<file path="src/rtl/dpram_fifo_ctrl.sv">
// ============================================================================
// Module: dpram_fifo_ctrl
//
// Purpose:
//   Upstream controller that turns the dual_port_ram wrapper into a FIFO.
//   RAM port 1 is used only for writes and RAM port 2 only for reads. Both the
//   producer and the consumer side use valid/ready handshakes. A registered
//   output stage (out_data) isolates the consumer from the RAM read path.
//   The RAM has a 1-cycle registered read, so a word moves from RAM to the
//   consumer in two steps: issue the address (fetch), then capture ram_out2.
//
// Parameters:
//   WIDTH  data bit width (must match the RAM data width)
//   DEPTH  address bits; capacity is 2**DEPTH words
//
// Ports:
//   clock      in   1        clock; all state updates on posedge
//   reset_n    in   1        synchronous, active-low reset
//   in_valid   in   1        producer offers in_data
//   in_ready   out  1        controller accepts a word this cycle
//   in_data    in   WIDTH    write word
//   out_valid  out  1        out_data holds a valid word
//   out_ready  in   1        consumer takes out_data this cycle
//   out_data   out  WIDTH    read word (registered)
//   count      out  DEPTH+1  occupancy (unread RAM words + output stage)
//   ram_we1    out  1        RAM port-1 write enable
//   ram_addr1  out  DEPTH    RAM port-1 address (write pointer)
//   ram_data1  out  WIDTH    RAM port-1 write data (in_data)
//   ram_we2    out  1        RAM port-2 write enable, always 0
//   ram_addr2  out  DEPTH    RAM port-2 address (read pointer)
//   ram_out2   in   WIDTH    RAM port-2 read data, valid 1 cycle after address
// ============================================================================
module dpram_fifo_ctrl #(
    parameter int WIDTH = 8,
    parameter int DEPTH = 4
) (
    input  logic             clock,
    input  logic             reset_n,
    input  logic             in_valid,
    output logic             in_ready,
    input  logic [WIDTH-1:0] in_data,
    output logic             out_valid,
    input  logic             out_ready,
    output logic [WIDTH-1:0] out_data,
    output logic [DEPTH:0]   count,
    output logic             ram_we1,
    output logic [DEPTH-1:0] ram_addr1,
    output logic [WIDTH-1:0] ram_data1,
    output logic             ram_we2,
    output logic [DEPTH-1:0] ram_addr2,
    input  logic [WIDTH-1:0] ram_out2
);

    localparam int CAPACITY = 2 ** DEPTH;

    typedef enum logic [1:0] {
        R_IDLE,
        R_FETCH,
        R_VALID
    } rstate_t;

    rstate_t rstate;
    rstate_t rstate_next;

    // Pointers carry one extra bit so that "all slots unread" and "nothing
    // unread" are distinguishable even though both map to the same address.
    logic [DEPTH:0] wr_ptr;
    logic [DEPTH:0] rd_ptr;
    logic [DEPTH:0] unread;

    logic has_unread;
    logic holding;
    logic full;
    logic push;
    logic fetch;

    assign unread     = wr_ptr - rd_ptr;
    assign has_unread = (unread != '0);

    // A word that has left the RAM but not yet been taken by the consumer is
    // still in the FIFO, whether it is in flight (R_FETCH) or in out_data.
    assign holding = (rstate == R_FETCH) || (rstate == R_VALID);
    assign count   = unread + {{DEPTH{1'b0}}, holding};

    assign full     = (count == (DEPTH + 1)'(CAPACITY));
    assign in_ready = !full && reset_n;
    assign push     = in_valid && in_ready;

    assign ram_we1   = push;
    assign ram_addr1 = wr_ptr[DEPTH-1:0];
    assign ram_data1 = in_data;
    assign ram_we2   = 1'b0;
    assign ram_addr2 = rd_ptr[DEPTH-1:0];

    // Read-side FSM next state. Issuing a fetch means the RAM captures the
    // current rd_ptr address at this edge while rd_ptr advances, so the data
    // shows up on ram_out2 during R_FETCH.
    always_comb begin
        rstate_next = rstate;
        fetch       = 1'b0;
        out_valid   = 1'b0;
        case (rstate)
            R_IDLE: begin
                if (has_unread) begin
                    fetch       = 1'b1;
                    rstate_next = R_FETCH;
                end
            end
            R_FETCH: begin
                rstate_next = R_VALID;
            end
            R_VALID: begin
                out_valid = 1'b1;
                if (out_ready) begin
                    if (has_unread) begin
                        fetch       = 1'b1;
                        rstate_next = R_FETCH;
                    end else begin
                        rstate_next = R_IDLE;
                    end
                end
            end
            default: begin
                rstate_next = R_IDLE;
            end
        endcase
    end

    always_ff @(posedge clock) begin
        if (!reset_n) begin
            rstate <= R_IDLE;
        end else begin
            rstate <= rstate_next;
        end
    end

    // Pushes and fetches are independent; both pointers may move at one edge.
    always_ff @(posedge clock) begin
        if (!reset_n) begin
            wr_ptr <= '0;
            rd_ptr <= '0;
        end else begin
            if (push) begin
                wr_ptr <= wr_ptr + (DEPTH + 1)'(1);
            end
            if (fetch) begin
                rd_ptr <= rd_ptr + (DEPTH + 1)'(1);
            end
        end
    end

    // out_data changes only when a freshly read word is captured, so it stays
    // stable for as long as the consumer stalls in R_VALID.
    always_ff @(posedge clock) begin
        if (!reset_n) begin
            out_data <= '0;
        end else if (rstate == R_FETCH) begin
            out_data <= ram_out2;
        end
    end

endmodule
</file>
<file path="config.mk">
export PLATFORM = sky130hd
export DESIGN_NAME = dpram_fifo_ctrl
export DESIGN_NICKNAME = d
export VERILOG_FILES = /design/src/rtl/dpram_fifo_ctrl.sv
export SDC_FILE = /design/constraint.sdc
export NUM_CORES = 1
export LEC_CHECK = 0
export BUFFER_PORTS_ARGS = -buffer_cell sky130_fd_sc_hd__buf_2
export CAP_MARGIN = 20
export CORE_UTILIZATION = 35
export DETAILED_ROUTE_END_ITERATION = 7
export PLACE_DENSITY_LB_ADDON = 0.05
export SLEW_MARGIN = 5
export SYNTH_ARGS = -nofsm -noshare
export SYNTH_HDL_FRONTEND = slang
export SYNTH_SLANG_ARGS = --single-unit
</file>
<file path="constraint.sdc">
create_clock -name clock -period 4.65 [get_ports clock]
set_input_delay 0.2325 -clock clock [delete_from_list [all_inputs] [get_ports clock]]
set_output_delay 0.2325 -clock clock [all_outputs]
set_load 0.005 [all_outputs]
</file>
==> results of run 1 <==
==> through the flow <==
stage / instances / power (mW) / hold WS, ns
after floorplan: 157 / 0.6696 / 0.3717
after global placement: 220 / 0.8000 / 0.4651
after detailed placement: 220 / 0.8091 / 0.4651
after CTS: 224 / 0.9493 / 0.2052
after global routing: 224 / 1.021 / 0.2080
final: 224 / 0.9286 / 0.2085
==> final timing paths <==
kind,from,end,depth (start not counted)
setup reg to reg,wr_ptr[0],wr_ptr[3],10
hold reg to reg,out_data[7],out_data[7],2
setup / recovery,wr_ptr[0],in_ready,10
hold / removal,ram_out2[3],out_data[3],3
==> per-layer routing <==
layer | part of all wire | track usage | vias up
li1 | - | - | 556
met1 | 0.46 | 0.1653 | 517
met2 | 0.48 | 0.2370 | 23
met3 | 0.048 | 0.03169 | 10
met4 | 0.012 | 0.03889 | 0
met5 | 0 | 0 | -
==> sequential cells by signal, indices dropped and copies added (netlist names) <==
| name | count |
|---|---|
| wr_ptr | 5 |
| rstate | 2 |
| rd_ptr | 5 |
| out_data | 8 |
==> layout make-up <==
cell class / instances / area, um^2
repair buffers: 35 / 175.2
flip-flops and latches: 20 / 400.4
inverters: 9 / 33.78
multi-input cells: 108 / 812.0
fillers: 398 / 2180
clock buffers: 4 / 55.05
well taps: 48 / 60.06
==> worst reg2reg max path: cells and delay by family, from the launching register on <==
| kind | cells | cell delay (ns) |
|---|---|---|
| XOR/XNOR | 1 | 0.18 |
| AO/OA/AOI/OAI | 2 | 0.40 |
| AND/OR/NAND/NOR | 2 | 0.70 |
| adder cells (fa/ha/maj) | 3 | 0.91 |
| flip-flops | 1 | 0.38 |
| buffers and inverters | 2 | 0.15 |
==> where the power goes <==
group | internal (mW) | switching, mW
clock network | 0.0754 | 0.0580
logic | 0.248 | 0.306
registers | 0.207 | 0.0340
==> logic make-up (layout without fill, tap and decap cells) <==
kind of cell / count (synthesis) / count (layout)
simple gates: 52 / 52
buf+inv: 29 / 48
compound gates: 22 / 22
flops: 20 / 20
fa+ha+maj: 14 / 14
xor+xnor: 10 / 10
mux: 9 / 9
other cells: 1 / 1
==> layout by cell type, fill, tap and decap left out, drive strengths merged, types with 2 or more instances in the layout <==
| master | count |
|---|---|
| ha | 13 |
| or4 | 2 |
| nand3 | 8 |
| buf | 35 |
| or3 | 4 |
| a21oi | 8 |
| o21ai | 6 |
| mux2i | 9 |
| nor2 | 19 |
| clkbuf | 4 |
| and2 | 3 |
| nor3 | 3 |
| xnor2 | 5 |
| nand2 | 7 |
| o31ai | 2 |
| dfxtp | 20 |
| xor2 | 5 |
| inv | 9 |
| a21o | 2 |
==> run_results.csv, run 1 <==
group,metric,value,unit
synth,synth_cell_types,39,
placed_design,port_buffers,35,
sta,finClkSkew,0.002362,ns
global_routing,antenna_found_initial,0,
floorplan,die_area,4213,um^2
synth,netlist_instances,157,
clock_tree,clock-root-buffer,"clkbuf_8",
placed_design,gp_congestion,0.7154,
clock_tree,clk_latency,0.26,ns
floorplan,initial_utilization,0.3727,
sta,fmax,312.7,MHz
setup_path,endpoint_kind,"output pin",
cells_and_area,areaGrowthSynthToFinish,10.93,%
sta,fin_crit,3.198,ns
global_routing,grtUsageTotal,0.1364,
setup_path,cp.arrival,2.97,ns
clock_tree,clk_pin_slew,0.08,ns
synth,synth_most_common_cell,"dfxtp_1",
setup_path,start_kind,"flip-flop",
setup_path,rrSetupSlack,1.80,ns
synth,synth-compound-area-share,0.1301,
setup_path,worstPathCellList,"inv_1, ha_1, inv_1, fa_1, ha_1, xor2_1, or4_4, o31ai_2, nor2_1, buf_2",
synth,synth_fp_nets,191,
outcome,outcome,"complete, no violations",
synth,synth_enable_flop_cells,0,
sta,finalMaxSlewViolations,0,
cells_and_area,antenna_cells,0,
synth,async_reset_ff_frac,0,
synth,netlist.area_leader.share,0.2891,
sta,worst_slack,1.452,ns
clock_tree,cts_max_level,1,
synth,yosysTopAreaCell,"dfxtp_1",
synth,ys_top_cells_by_count,"dfxtp_1, nor2_1, buf_4, ha_1",
sta,setup-tns-final,0,ns
floorplan,die_x,64.91,um
synth,synthAdderAreaFrac,0.1319,
cells_and_area,nets,211,
clock_tree,cts_tree,"yes",
routing,ant_nets,0,
sta,final_hold_viol_count,0,
synth,muxShareOfSynthArea,0.06504,
cells_and_area,final_area,1536,um^2
cells_and_area,final_util,0.4135,
job,cap_violations,0,
synth,yosys-top-cells-area,"dfxtp_1, ha_1, buf_4",
sta,worst_pin_slew,0.6419,ns
routing,viasPerCell,4.938,
clock_tree,cts_buffers,3,
routing,drt-total-wl,2725,um
global_routing,grt_pass1_vias,999,
placed_design,pre_cts_ws,1.718,ns
setup_path,crit_family,"adder cells",
routing,wire_per_inst,12.17,um
cells_and_area,drive_above_1_share,0.2784,
synth,synth_top_family_by_area,"simple AND/OR/NAND/NOR gates",
global_routing,gr-total-overflow,0,
synth,synthFlopType,"dfxtp_1",
clock_tree,postCtsHoldBufs,0,
floorplan,ios,53,
setup_path,slowest_stage,"or4_4",
power,p_leak,0.7173,nW
clock_tree,cts.path.max_buffers,2,
clock_tree,cts_setup_buffers,0,
setup_path,required,4.42,ns
routing,drt_iter0_drc,30,
sta,setup_viol,0,
routing,drc_errors,0,
floorplan,coreArea,3716,um^2
min_path,min_path_type,"input pin to flip-flop",
floorplan,dieHeight,64.91,um
synth,synth_seq_cells,20,
clock_tree,cts_resized,0,
setup_path,cp_max_fo,5,
sta,slew_headroom,0.5716,
power,p_per_area,604.3,nW/um^2
synth,syn_area,1385,um^2
clock_tree,cts_sinks,20,
sta,final.period_utilization,0.6878,
global_routing,grt_pass1_wl,4457,um
synth,syn_avg_cell_area,8.822,um^2
synth,yosys_warnings,0,
power,vdd_ir_drop_max,0.0002985,V
synth,synth-simple-area-share,0.1933,
setup_path,cp_num_buf_inv,3,
setup_path,path_class,"flip-flop to output pin",
routing,drt-pass1-iter-count,4,
synth,synth-xor-area-share,0.06323,
global_routing,grt_max_degree,21,
floorplan,row_count,22,
routing,via_count,1106,
setup_path,cp_slowest_stage_delay,0.53,ns
placed_design,dpl_cell_area,1481,um^2
synth,yosysSeqAreaShare,0.2891,
placed_design,dp_hpwl,2189,um
sta,rsz0062_at_grt,"no",
Note: power is estimated with default switching activity, not from simulation.
==> inputs of run 2 (changes only) <==
clock period = 2.84 ns   (was 4.65 ns; I/O delays follow)
==> run 2 against run 1 <==
  * Cell area up 8.6%
  * First-iteration DRC count up 17%
  * Non-clock buffer count up 8
  * Critical path type unchanged
  * Power up 90%
  * Sequential power up 61%
  * Die area unchanged
  * Core utilization up 3.5 points
  * Count of clock-buffer cells in the layout down 1
==> run_results.csv, run 2 (same netlist as run 1, synthesis figures left out) <==
group,metric,value,unit
outcome,outcome,"complete, no violations",
cells_and_area,top_register,"out_data",
global_routing,grtUsageTotal,0.1521,
global_routing,grt_max_degree,21,
cells_and_area,nets,219,
floorplan,row_count,22,
floorplan,dieHeight,64.91,um
setup_path,start_kind,"flip-flop",
clock_tree,cts_tree,"yes",
routing,viasPerCell,4.845,
placed_design,dp_hpwl,2256,um
sta,worst_pin_slew,0.6441,ns
cells_and_area,drive_above_1_share,0.3696,
floorplan,coreArea,3716,um^2
power,p_leak,0.7699,nW
routing,drt-total-wl,2889,um
power,cellInternalPower,1.044,mW
sta,worst_slack,0.05300,ns
cells_and_area,top_regs,"out_data x8, rd_ptr x5, wr_ptr x5",
sta,slew_headroom,0.5702,
floorplan,ios,53,
floorplan,die_x,64.91,um
power,p_comb_frac,0.616,
setup_path,cp_max_fo,3,
job,cap_violations,0,
global_routing,antenna_found_initial,0,
cells_and_area,final_cell_mix,"buf_2, nor2_1, dfxtp_1",
power,power_switching,0.7206,mW
clock_tree,clk_latency,0.27,ns
setup_path,cp.arrival,2.64,ns
placed_design,port_buffers,35,
clock_tree,clock-root-buffer,"clkbuf_8",
cells_and_area,layout_commonest_cell,"buf_2",
power,pwr-share-clk,0.164,
clock_tree,cts_max_level,1,
sta,final.period_utilization,0.9813,
placed_design,dpl_cell_area,1511,um^2
power,vdd_ir_drop_max,0.0004530,V
placed_design,pre_cts_ws,0.02742,ns
power,p_per_area,1058,nW/um^2
global_routing,gr-total-overflow,0,
clock_tree,cts.path.max_buffers,2,
sta,final_hold_viol_count,0,
routing,drt_iter0_drc,35,
power,netSwitchingFraction,0.4084,
sta,finalMaxSlewViolations,0,
sta,finClkSkew,0.006748,ns
routing,wire_per_inst,12.45,um
power,seqPwrFrac,0.220,
floorplan,initial_utilization,0.3727,
routing,drc_errors,0,
sta,rsz0062_at_grt,"yes",
min_path,min_path_type,"input pin to flip-flop",
clock_tree,clk_pin_slew,0.08,ns
floorplan,die_area,4213,um^2
global_routing,grt_pass1_wl,4830,um
routing,drt-pass1-iter-count,4,
clock_tree,cts_sinks,20,
clock_tree,cts_buffers,3,
cells_and_area,num-fill-cells,386,
cells_and_area,areaGrowthSynthToFinish,20.42,%
setup_path,required,2.70,ns
routing,via_count,1124,
routing,ant_nets,0,
cells_and_area,largest_reg_flops,8,
placed_design,gp_congestion,0.7729,
sta,setup_viol,0,
cells_and_area,final_area,1668,um^2
sta,fin_crit,2.787,ns
setup_path,endpoint_kind,"output pin",
sta,fmax,358.8,MHz
cells_and_area,antenna_cells,0,
setup_path,path_class,"flip-flop to output pin",
global_routing,grt_pass1_vias,1037,
-- run 2: cell count changes in the layout (fill, tap and decap cells not counted), moves of 2 or more --
| cell | before | now |
|---|---|---|
| dfxtp_2 | 0 | 3 |
| ha_1 | 13 | 11 |
| and2_4 | 0 | 2 |
| dfxtp_1 | 20 | 17 |
| buf_4 | 0 | 8 |
| inv_2 | 0 | 2 |
| inv_1 | 9 | 7 |
| ha_4 | 0 | 2 |
-- run 2: timing repair --
action,in CTS,in global routing
hold buffers,0,0
pin swaps,7,3
buffers inserted,4,0
gates resized for setup,13,2
setup endpoints to repair,2,4
-- run 2: per-layer routing --
metal	vias to the layer above	routed length, um	track usage
li1	571	-	-
met1	518	1325	0.1851
met2	23	1365	0.2487
met3	12	134	0.03697
met4	0	63	0.07222
met5	-	0	0
-- run 2: power groups by stage --
stage | clock network (mW) | logic [mW] | registers (mW)
floorplan | 0 | 0.703 | 0.393
global placement | 0 | 0.952 | 0.386
detailed placement | 0 | 0.973 | 0.386
CTS | 0.298 | 1.09 | 0.388
global route | 0.309 | 1.21 | 0.396
finish | 0.289 | 1.09 | 0.388
-- run 2: cell type report --
type                            instances  area [um^2]  share of cell area
Inverter                                9        33.78             0.02026
Sequential cell                        20        404.1              0.2423
Clock inverter                          1        30.03             0.01800
Tap cell                               48        60.06             0.03601
Clock buffer                            3        41.29             0.02476
Timing Repair Buffer                   43        235.2              0.1410
Multi-Input combinational cell        108        863.3              0.5176
-- run 2: per-stage QoR --
| stage | hold WS (ns) | setup TNS, ns | instances | power, mW | util |
|---|---|---|---|---|---|
| after CTS | 0.1048 | -0.01429 | 232 | 1.781 | 0.4458 |
| final | 0.1048 | 0 | 232 | 1.764 | 0.4488 |
| after global placement | 0.2841 | 0 | 224 | 1.338 | 0.4067 |
| after detailed placement | 0.2841 | 0 | 224 | 1.359 | 0.4067 |
| after global routing | 0.1229 | -0.04637 | 232 | 1.919 | 0.4488 |
| after floorplan | 0.2812 | 0 | 157 | 1.096 | - |
-- run 2: path summary, 6_finish.rpt --
path / slack (ns) / start / cells past startpoint / endpoint
max reg2reg: 0.14 / wr_ptr[0] / 13 / wr_ptr[2]
max: 0.05 / wr_ptr[0] / 9 / ram_we1
min reg2reg: 0.49 / out_data[2] / 2 / out_data[2]
min: 0.10 / ram_out2[2] / 3 / out_data[2]
-- run 2: worst max-delay path, cell delays in order (launching register included) --
cell and delay, ns:
dfxtp_2 0.33, inv_2 0.07, ha_4 0.13, inv_2 0.03, fa_2 0.56, ha_4 0.21
or4_4 0.57, o311ai_4 0.26, nor2_1 0.06, buf_2 0.15
